$ cat src/rtl/mem_access_ctrl.sv
// Memory-stage access controller: sequences loads/stores over a req/ack data-memory
// handshake and drives MEM/WB write-enable/bubble/data. Optional feature: MEM_TIMEOUT_EN.
module mem_access_ctrl #(
    parameter int unsigned DATA_W  = 16,
    parameter int unsigned TIMEOUT = 15
) (
    input  logic              clk,
    input  logic              rst_n,
    input  logic              in_valid,
    input  logic              in_mem_read,
    input  logic              in_mem_write,
    input  logic              in_halt,
    input  logic [DATA_W-1:0] in_addr,
    input  logic [DATA_W-1:0] in_wdata,
    output logic              mem_req,
    output logic              mem_we,
    output logic [DATA_W-1:0] mem_addr,
    output logic [DATA_W-1:0] mem_wdata,
    input  logic              mem_ack,
    input  logic [DATA_W-1:0] mem_rdata,
    output logic              stall,
    output logic              wb_en,
    output logic              wb_bubble,
    output logic [DATA_W-1:0] wb_mem_data,
    output logic              halted,
    output logic [15:0]       acc_cnt,
    output logic              timeout_err
);

    localparam int unsigned CNT_W  = 16;
    localparam int unsigned WCNT_W = 4;

    typedef enum logic {
        S_IDLE,
        S_WAIT
    } state_t;

    state_t state;
    state_t state_nxt;

    logic              access_c;
    logic              start_c;
    logic              tmo_c;
    logic              req_we;
    logic [DATA_W-1:0] req_addr;
    logic [DATA_W-1:0] req_wdata;

    assign access_c  = in_valid & (in_mem_read | in_mem_write);
    assign start_c   = (state == S_IDLE) & ~halted & access_c;
    assign mem_we    = req_we;
    assign mem_addr  = req_addr;
    assign mem_wdata = req_wdata;

`ifdef MEM_TIMEOUT_EN
    localparam logic [WCNT_W-1:0] TMO_LAST = WCNT_W'(TIMEOUT - 1);

    logic [WCNT_W-1:0] wait_cnt;
    logic              tmo_err;

    // An ack in the timeout cycle wins, so the timeout only fires without ack.
    assign tmo_c       = (state == S_WAIT) & ~mem_ack & (wait_cnt == TMO_LAST);
    assign timeout_err = tmo_err;

    always_ff @(posedge clk or negedge rst_n) begin
        if (!rst_n) begin
            wait_cnt <= '0;
            tmo_err  <= 1'b0;
        end else begin
            if (start_c) begin
                wait_cnt <= '0;
            end else if (state == S_WAIT && !mem_ack) begin
                wait_cnt <= wait_cnt + WCNT_W'(1);
            end
            if (tmo_c) begin
                tmo_err <= 1'b1;
            end
        end
    end
`else
    logic unused_tmo;
    assign unused_tmo  = ^(32'(TIMEOUT));
    assign tmo_c       = 1'b0;
    assign timeout_err = 1'b0;
`endif

    always_ff @(posedge clk or negedge rst_n) begin
        if (!rst_n) begin
            state <= S_IDLE;
        end else begin
            state <= state_nxt;
        end
    end

    always_comb begin
        state_nxt = state;
        case (state)
            S_IDLE: if (start_c) state_nxt = S_WAIT;
            S_WAIT: if (mem_ack || tmo_c) state_nxt = S_IDLE;
            default: state_nxt = S_IDLE;
        endcase
    end

    // Handshake and MEM/WB control; held at reset values while rst_n is low.
    always_comb begin
        mem_req     = 1'b0;
        stall       = 1'b0;
        wb_en       = 1'b1;
        wb_bubble   = 1'b1;
        wb_mem_data = '0;
        if (!rst_n) begin
            wb_bubble = 1'b1;
        end else if (halted) begin
            stall = 1'b1;
            wb_en = 1'b0;
        end else begin
            case (state)
                S_IDLE: begin
                    if (access_c) begin
                        stall = 1'b1;
                    end else begin
                        wb_bubble = ~in_valid;
                    end
                end
                S_WAIT: begin
                    mem_req = 1'b1;
                    if (mem_ack) begin
                        wb_bubble   = 1'b0;
                        wb_mem_data = req_we ? '0 : mem_rdata;
                    end else if (tmo_c) begin
                        wb_bubble = 1'b0;
                    end else begin
                        stall = 1'b1;
                    end
                end
                default: stall = 1'b1;
            endcase
        end
    end

    // Request capture, access counter and sticky halt.
    always_ff @(posedge clk or negedge rst_n) begin
        if (!rst_n) begin
            req_we    <= 1'b0;
            req_addr  <= '0;
            req_wdata <= '0;
            acc_cnt   <= '0;
            halted    <= 1'b0;
        end else begin
            if (start_c) begin
                req_we    <= in_mem_write;
                req_addr  <= in_addr;
                req_wdata <= in_wdata;
            end
            if (state == S_WAIT && mem_ack) begin
                acc_cnt <= acc_cnt + CNT_W'(1);
            end
            if (in_valid && in_halt && !stall) begin
                halted <= 1'b1;
            end
        end
    end

endmodule

$ cat config.mk
export PLATFORM = sky130hd
export DESIGN_NAME = mem_access_ctrl
export DESIGN_NICKNAME = d
export VERILOG_FILES = /design/src/rtl/mem_access_ctrl.sv
export SDC_FILE = /design/constraint.sdc
export NUM_CORES = 1
export LEC_CHECK = 0
export BUFFER_PORTS_ARGS = -buffer_cell sky130_fd_sc_hd__buf_2
export CAP_MARGIN = 20
export CORE_MARGIN = 2
export CORE_UTILIZATION = 47
export CTS_CLUSTER_SIZE = 40
export DETAILED_ROUTE_END_ITERATION = 8
export GPL_TIMING_DRIVEN = 0
export PLACE_DENSITY = 0.84
export SYNTH_ARGS = -nofsm -noshare
export SYNTH_HDL_FRONTEND = slang
export SYNTH_SLANG_ARGS = --single-unit
$ cat constraint.sdc
create_clock -name clk -period 4.1 [get_ports clk]
set_input_delay 0.205 -clock clk [delete_from_list [all_inputs] [get_ports clk]]
set_output_delay 0.205 -clock clk [all_outputs]
set_load 0.02 [all_outputs]
==> results.tsv <==
stage	metric	value	unit
pwr	clock share of power	21.1	%
global_route	vias in the first global route	1656	
floorplanning	row count	25	
logic_synthesis	sequential cell area fraction in the yosys report	56.8	%
logic_synthesis	Synth Area in XOR/XNOR	5.84	%
timing	final setup TNS	0	ps
floorplanning	Die X-Extent	73.2	µm
logic_synthesis	Synth Cell Area	0.00225	mm²
timing	f_max	0.402	GHz
floorplanning	Die Y	73.2	µm
routing	1st-iter DRT viols	42	
timing	clock skew	4.80	ps
layout	Fill cells	361	
pwr	power share of the combinational group	33.2	%
layout	number of diodes	0	
global_route	largest net degree at the start of global routing	44	
pwr	Tot Pwr	1.60	mW
pwr	sw frac	34.3	%
worst_setup_path	reg-to-reg slack, setup	2410	ps
layout	nets@finish	358	
worst_setup_path	FF-to-FF path depth	4	
logic_synthesis	Synth Area in Compound Gates	1.06	%
clocking	# resized after CTS	0	
timing	period utilization	60.7	%
logic_synthesis	Area contributors post-synth	dfrtp_1 57%, mux2_2 17%, and2_1 4.7%	
clocking	clock sinks	51	
logic_synthesis	Mapped Cells	169	
floorplanning	full die area	0.00535	mm²
logic_synthesis	number of warnings issued by yosys	0	
global_route	first-pass GRT wire length	7500	µm
floorplanning	total core area	0.00466	mm²
logic_synthesis	mux contribution to synthesized area	17.0	%
worst_setup_path	Critical R2R Capture	mem_addr[5]	
global_route	GRT overflow	0	
clocking	H-tree Lvls	2	
pwr	sw power	549	µW
outcome	outcome	complete, no violations	
timing	RSZ-0062 raised after global routing	no	
timing	Final Hold Viols	0	
clocking	Root Driver	clkbuf_8	
hold_path	HP Class	input port to flip-flop	
clocking	clock buffer count from CTS	5	
pwr	Seq pwr share	45.7	%
worst_setup_path	Worst setup SP type	input port	
timing	crit path time final	2490	ps
logic_synthesis	post-synth top area share	56.8	%
timing	WHS	133	ps
global_route	total global-route track usage	18.0	%
pwr	Worst IR Drop VDD	0.000355	V
layout	post-synthesis to final-layout area growth	36.7	%
layout	post-layout util	65.9	%
clocking	CTS tree	yes	
clocking	Post-CTS Setup Bufs	0	
routing	vias per cell	4.85	
timing	max-slew violations	0	
logic_synthesis	Post-Synth Simple-Gate Area	16.4	%
worst_setup_path	critical path class	input port to output pin	
layout	Layout Cells excl Fill	356	
pwr	PwrDens	520	mW/mm²
logic_synthesis	Post-Synth Adder-Cell Area	0.556	%
logic_synthesis	#FFs+latches synth	51	
pwr	leakage	1.60	nW
worst_setup_path	Critical Path Source	rst_n	
worst_setup_path	CP Data Required Time	3890	ps
worst_setup_path	CP Capture Type	output pin	
layout	fraction of layout cells with a size suffix above 1	59.6	%
timing	Final Setup Violations	0	
routing	Vias	1728	
routing	routed len/inst	13.6	µm
logic_synthesis	main combinational cell family by area after synthesis	multiplexers	
pwr	Int Power	1.05	mW
routing	drt first pass iters	4	
place	RePlAce Congestion	0.786	
floorplanning	I/O pin count	126	
logic_synthesis	Synth area leader	dfrtp_1	
flow_run	MaxCap Viol Count	0	
worst_setup_path	crit path max fanout	43	
clocking	clk slew on worst S/H paths	90	ps
routing	Detail Route Antenna Nets	0	
place	# port buffers	124	
hold_path	Hold Path Stages	2	
logic_synthesis	count of cell types in the netlist	33	
place	Placed Cells	348	
global_route	initial antenna violation count	0	
worst_setup_path	Worst Path Arrival	2280	ps
routing	DRC violations left	0	
worst_setup_path	CP Capture Point	wb_mem_data[6]	
floorplanning	initial core utilization	48.2	%
logic_synthesis	syn_area_per_cell	13.3	µm²
clocking	clk_lat worst skew	300	ps
place	Post-DP HPWL	3760	µm
clocking	clock buffer depth	2	
routing	drt total wl	4850	µm
worst_setup_path	R2R Path Start	state	
logic_synthesis	Synth Net Count	225	
-- layout make-up --
type / count / area, µm² / share of cell area [%]
buffer: 6 / 38.8 / 1.26
clock buffer: 5 / 68.8 / 2.24
clock inverter: 2 / 37.5 / 1.22
inverter: 3 / 11.3 / 0.366
multi-input combinational: 109 / 922 / 30.0
sequential: 51 / 1280 / 41.5
tap: 54 / 67.6 / 2.20
timing repair buffer: 126 / 651 / 21.2
-- stage by stage --
step	setup slack, ps	cell area [µm²]
floorplan	2550	2250
global route	1390	3070
detailed placement	2110	2960
finish	1610	3070
CTS	1570	3070
global placement	1700	2940
-- metal layers --
layer | track usage (%) | vias to the layer above | routed length (µm)
met5 | 0 | - | 0
met4 | 4.94 | 0 | 34
met3 | 4.56 | 4 | 341
met2 | 31.2 | 66 | 2480
met1 | 22.3 | 824 | 1990
li1 | - | 834 | -
-- cells by family after synthesis --
| kind of cell | count (synthesis) |
|---|---|
| AND/OR/NAND/NOR | 55 |
| flip-flops | 51 |
| multiplexers | 34 |
| XOR/XNOR | 15 |
| buffers and inverters | 9 |
| AO/OA/AOI/OAI | 3 |
| adder cells (fa/ha/maj) | 1 |
| other | 1 |
-- sequential cells by signal, summed over array words and instances (netlist names) --
name,count
mem_we,1
acc_cnt,16
mem_wdata,16
mem_addr,16
halted,1
state,1
-- power by group through the flow --
| stage | sequential [mW] | combinational, mW | clock [mW] |
|---|---|---|---|
| after CTS | 0.732 | 0.540 | 0.347 |
| after global routing | 0.750 | 0.566 | 0.365 |
| after detailed placement | 0.739 | 0.538 | 0 |
| after floorplan | 0.918 | 0.134 | 0 |
| after global placement | 0.732 | 0.519 | 0 |
| final | 0.731 | 0.531 | 0.337 |
-- repair_timing --
action                                  CTS  global route
endpoints found under the hold margin    11             0
endpoints found under the setup margin    0             0
hold buffers                              1             0
-- how the worst min path moves through the flow --
| stage | start | end | slack, ps |
|---|---|---|---|
| 4_1_cts | in_addr[15] | mem_addr[15] | 120 |
| 3_5_place_dp | rst_n | acc_cnt[3] | 110 |
| 6_report | in_addr[15] | mem_addr[15] | 130 |
| 3_3_place_gp | in_wdata[15] | mem_wdata[15] | 440 |
| 5_1_grt | in_addr[6] | mem_addr[6] | 120 |
| 2_1_floorplan | rst_n | acc_cnt[0] | -90 |
-- placed cells by master, fill, tap and decap left out, types with 2 or more instances in the layout --
cell type  synthesis  layout
xnor2_1            9       9
nor3_1             4       4
or2_1              2       2
dfrtp_1           51      51
mux2_2            34      34
nor3_2             2       2
nand4_1            2       2
and2_1            17      17
nand3_1            3       3
inv_1              3       3
nor2b_1            2       2
nand2_1            8       8
nor2_1             4       4
clkbuf_8           0       5
xor2_1             6       6
buf_4              4       4
buf_2              1     125
-- synthesized netlist by cell type --
cell	n
dfrtp_1	51
mux2_2	34
and2_1	17
xnor2_1	9
nand2_1	8
xor2_1	6
buf_4	4
nor2_1	4
nor3_1	4
inv_1	3
nand3_1	3
nand4_1	2
nor2b_1	2
nor3_2	2
or2_1	2
and3b_1	1
buf_2	1
clkbuf_1	1
conb_1	1
ha_1	1
nand2_2	1
nand2b_1	1
nand3_2	1
nand3b_1	1
nor3_4	1
nor4_1	1
nor4_4	1
nor4b_4	1
o21bai_1	1
o31a_1	1
o31ai_1	1
or2_2	1
or3_4	1
-- critical path, cell delays in order --
cell,delay (ps)
dlygate4sd3_1,520
buf_2,300
buf_12,270
nor4b_4,350
clkbuf_1,290
and2_1,170
buf_2,160
No activity file was read; power rests on OpenSTA's default activity.
